### src/rtl/bw_clk_cken_seq.sv
// Staggered per-region clock-enable sequencer for the gclk tree.
// Regions turn on ascending and off descending, with a gap between steps.
module bw_clk_cken_seq #(
    parameter int NREG  = 8,
    parameter int GAP_W = 4
) (
    input  logic             gclk,
    input  logic             arst_l,
    input  logic             en_req,
    input  logic [NREG-1:0]  region_mask,
    input  logic [GAP_W-1:0] gap,
    output logic [NREG-1:0]  cken,
    output logic             busy,
    output logic             all_on,
    output logic             all_off
);

    localparam int IW = $clog2(NREG);
    localparam logic [IW-1:0] LAST = IW'(NREG - 1);

    typedef enum logic [1:0] {
        OFF  = 2'd0,
        UP   = 2'd1,
        ON   = 2'd2,
        DOWN = 2'd3
    } state_t;

    state_t           state_q, state_d;
    logic [IW-1:0]    idx_q, idx_d;
    logic [GAP_W-1:0] cnt_q, cnt_d;
    logic [GAP_W-1:0] gap_q, gap_d;
    logic [NREG-1:0]  mask_q, mask_d;
    logic [NREG-1:0]  cken_q, cken_d;

    logic step;
    logic hit;
    logic first;
    logic last;

    assign step  = (cnt_q == '0);
    assign hit   = mask_q[idx_q];
    assign first = (idx_q == '0);
    assign last  = (idx_q == LAST);

    always_ff @(posedge gclk or negedge arst_l) begin
        if (!arst_l) begin
            state_q <= OFF;
            idx_q   <= '0;
            cnt_q   <= '0;
            gap_q   <= '0;
            mask_q  <= '0;
            cken_q  <= '0;
        end else begin
            state_q <= state_d;
            idx_q   <= idx_d;
            cnt_q   <= cnt_d;
            gap_q   <= gap_d;
            mask_q  <= mask_d;
            cken_q  <= cken_d;
        end
    end

    // A change of en_req always wins over a pending step or gap count.
    always_comb begin
        state_d = state_q;
        idx_d   = idx_q;
        cnt_d   = cnt_q;
        gap_d   = gap_q;
        mask_d  = mask_q;
        cken_d  = cken_q;
        unique case (state_q)
            OFF: begin
                if (en_req) begin
                    mask_d  = region_mask;
                    gap_d   = gap;
                    idx_d   = '0;
                    cnt_d   = '0;
                    state_d = UP;
                end
            end
            UP: begin
                if (!en_req) begin
                    if (first) begin
                        state_d = OFF;
                    end else begin
                        state_d = DOWN;
                        idx_d   = idx_q - IW'(1);
                        cnt_d   = '0;
                    end
                end else if (!step) begin
                    cnt_d = cnt_q - GAP_W'(1);
                end else begin
                    if (hit) begin
                        cken_d[idx_q] = 1'b1;
                        cnt_d         = gap_q;
                    end
                    if (last) begin
                        state_d = ON;
                    end else begin
                        idx_d = idx_q + IW'(1);
                    end
                end
            end
            ON: begin
                if (!en_req) begin
                    idx_d   = LAST;
                    cnt_d   = '0;
                    state_d = DOWN;
                end
            end
            DOWN: begin
                if (en_req) begin
                    if (last) begin
                        state_d = ON;
                    end else begin
                        state_d = UP;
                        idx_d   = idx_q + IW'(1);
                        cnt_d   = '0;
                    end
                end else if (!step) begin
                    cnt_d = cnt_q - GAP_W'(1);
                end else begin
                    if (hit) begin
                        cken_d[idx_q] = 1'b0;
                        cnt_d         = gap_q;
                    end
                    if (first) begin
                        state_d = OFF;
                    end else begin
                        idx_d = idx_q - IW'(1);
                    end
                end
            end
            default: begin
                state_d = OFF;
            end
        endcase
    end

    assign cken    = cken_q;
    assign busy    = (state_q == UP) || (state_q == DOWN);
    assign all_on  = (state_q == ON);
    assign all_off = (state_q == OFF);

    a_status_onehot: assert property (
        @(posedge gclk) disable iff (!arst_l)
        $onehot({busy, all_on, all_off})
    );

    a_unmasked_off: assert property (
        @(posedge gclk) disable iff (!arst_l)
        (cken_q & ~mask_q) == '0
    );

endmodule

### config.mk
export PLATFORM = sky130hd
export DESIGN_NAME = bw_clk_cken_seq
export DESIGN_NICKNAME = d
export VERILOG_FILES = /design/src/rtl/bw_clk_cken_seq.sv
export SDC_FILE = /design/constraint.sdc
export NUM_CORES = 1
export LEC_CHECK = 0
export BUFFER_PORTS_ARGS = -buffer_cell sky130_fd_sc_hd__buf_2
export CAP_MARGIN = 10
export CORE_UTILIZATION = 39
export DETAILED_ROUTE_END_ITERATION = 10
export HOLD_SLACK_MARGIN = 0.15
export SLEW_MARGIN = 20
export SYNTH_ARGS = -nofsm -noshare
export SYNTH_HDL_FRONTEND = slang
export SYNTH_SLANG_ARGS = --single-unit
### constraint.sdc
create_clock -name gclk -period 1.9 [get_ports gclk]
set_input_delay 0.095 -clock gclk [delete_from_list [all_inputs] [get_ports gclk]]
set_output_delay 0.095 -clock gclk [all_outputs]
set_load 0.05 [all_outputs]
==> metrics.cfg <==
[sta]
hold_viol = 0
slew_headroom = 0.5692
tightestPinTransition_ps = 646.2
timing.setup.tns_ps = 0
rsz0062_at_grt = yes
slew_viol_final = 0
final.setup.worst_slack_ps = 11.45
timing.final.crit_share = 0.9940
fmax_mhz = 529.5
setup_viol = 0
finalCriticalPeriod_ps = 1889
hold_slack_ps = 254.2
fin_worst_skew_ps = 4.563

[yosys]
syn_nets = 172
synth_area_um2 = 1610
synth_cell_type_count = 38
synth_top_area_cell = dfrtp_1
ys_seq_area_frac = 0.4507
synth_warnings = 0
synth-async-reset-ratio = 1.000
syn_inst = 155
synth_top_area_share = 0.4507
synthTopCellsByArea = dfrtp_1, mux2_1, mux2_2, a21oi_1, mux2i_1
ys_ff_latch = 29
synth_common_cells = dfrtp_1, mux2_1, a21oi_1
synth_area_per_cell_um2 = 10.39
synth_enable_flop_cells = 0
synth_most_common_cell = dfrtp_1
synth_ff_type = dfrtp_1

[detailed_routing]
ant_nets = 0
drtIter0Drc = 51
firstDrtPassIters = 4
via_count = 1328
routed_wl_um = 3669
wl_per_cell_um = 14.33
vias_per_cell = 5.188
drc = 0

[clocking]
clkTransAtPathRegs_ps = 60
clkSinkCount = 29
root_buffer = clkbuf_8
tritoncts = built
clockBufferDepth = 2
htreeDepth = 2
clk-insertion-delay-late_ps = 280
cts_made_buffers = 5

[cells_and_area]
drive_above_1_share = 0.3750
fin_util = 0.5731
area_growth_pct = 35.20
layout.nets = 225
nFillCells = 336
fin_cells = 256
stdcell_area_um2 = 2177
n_antenna_cell = 0

[worst_setup_path]
endpoint_kind = flip-flop
crit_type = reg -> reg
max_stage_delay_ps = 570
crit_required_ps = 2060
cp_slowest_cell = or4_4
cp.arrival_ps = 2050
critPathMaxFanout = 6
rr_startpoint = idx_q[0]$_DFFE_PN0P_
start_kind = flip-flop
cp_cell_sequence = mux2i_2 > nor2_2 > or4_4 > nand4_2 > mux2_4
crit_start = idx_q[0]$_DFFE_PN0P_

[floorplanning]
initial_utilization = 0.4239
coreArea_um2 = 3799
dieWidth_um = 66.26
rows = 22
num_io_pins = 26
die_h_um = 66.26
die-area_um2 = 4390

[grt]
grt_max_degree = 30
antenna_found_initial = 0
gr-total-overflow = 0
grt_pass1_wl_um = 6072
grt_pass1_vias = 1336
grt_usage = 0.1896

[power_and_ir_drop]
peakVddDrop_mv = 0.8407
combPwrFrac = 0.596
power_switching_share = 0.4456
power_mw = 4.027
power_density_nw_per_um2 = 1850
pwr-share-clk = 0.125
power.internal_mw = 2.233
p_leak_nw = 1.000
p_seq_frac = 0.279
p_sw_mw = 1.794

[place]
dpl-instance-area_um2 = 1858
dp_slack_ps = 14.10
place.gp.congestion = 0.8605
io_buffers = 25
hpwl_um = 2535
placed_cells = 233

[worst_hold_path]
hp-start = en_req
min_path_type = in -> reg

[run]
drv_cap = 0

[outcome]
status = finished clean

[cells by family (layout without fill, tap and decap cells)]
| family | Yosys count | in the layout | synth area share |
|---|---|---|---|
| compound gates | 31 | 31 | 0.1189 |
| xor+xnor | 4 | 4 | 0.02176 |
| fa+ha+maj | 2 | 2 | 0.02020 |
| buf+inv | 15 | 68 | 0.04739 |
| flops | 29 | 29 | 0.4507 |
| mux | 25 | 25 | 0.1709 |
| simple gates | 49 | 49 | 0.1702 |
[layer usage]
metal  vias up  GRT usage  wire [um]
met3         5    0.05172        176
met2        29     0.3125       1760
li1        662          -          -
met4         0    0.06915         44
met1       632     0.2359       1688
met5         -          0          0
[power groups by stage]
stage,registers [mW],clock network [mW],logic [mW]
3_5_place_dp,1.11,0,2.13
4_1_cts,1.10,0.517,2.22
6_report,1.12,0.503,2.40
5_1_grt,1.16,0.551,2.60
2_1_floorplan,1.27,0,1.41
3_3_place_gp,1.10,0,2.07
[placed cells by master (no fill, tap or decap), types with 2 or more instances in the layout]
master,synthesis,final
mux2i_2,0,2
nand2b_4,0,2
o31ai_1,2,2
mux2i_1,5,3
clkbuf_8,0,6
a21o_1,2,2
mux2_4,0,2
nand2b_1,5,3
nor4_2,0,5
o21ai_1,5,4
inv_1,4,4
o211ai_1,2,2
dfrtp_2,0,3
nor2_2,0,2
a31oi_1,2,2
nor2_1,10,8
dfrtp_1,29,26
buf_2,4,25
nor3_1,5,5
mux2_2,7,7
a21oi_1,12,12
mux2_1,13,11
nand2_1,11,11
nand3_1,5,5
buf_4,0,16
nor2b_1,2,2
dlygate4sd3_1,0,13
buf_6,2,2
xnor2_1,3,3
[repair_timing]
| action | CTS | global route |
|---|---|---|
| hold buffers | 13 | 0 |
| buffers inserted | 1 | 2 |
| hold endpoints to repair | 41 | 0 |
| pin swaps | 1 | 0 |
| endpoints found under the setup margin | 4 | 9 |
| gates resized for setup | 3 | 16 |
[worst paths after layout]
path	end	slack [ps]	depth (start not counted)
worst max-delay path	flip-flop	10	5
worst min-delay path	state_q[1]$_DFFE_PN0P_	250	4
worst max register to register	flip-flop	10	5
worst min register to register	flip-flop	490	1
max in group asynchronous	idx_q[1]$_DFFE_PN0P_	1070	2
min in group asynchronous	asynchronous set/reset pin	380	2
[final cells by class]
type / count / area (um2) / share of cell area
Clock buffer: 7 / 86.33 / 0.03966
Inverter: 5 / 18.77 / 0.008621
Multi-Input combinational cell: 111 / 884.6 / 0.4063
Sequential cell: 29 / 729.5 / 0.3351
Tap cell: 48 / 60.06 / 0.02759
Timing Repair Buffer: 56 / 397.9 / 0.1828
[critical path: cells and delay by family, from the launching register on]
family	cells	cell delay (ps)
DFF	1	450
muxes	2	560
and+or+nand+nor	3	770
Power figures use the tool's default switching activity.
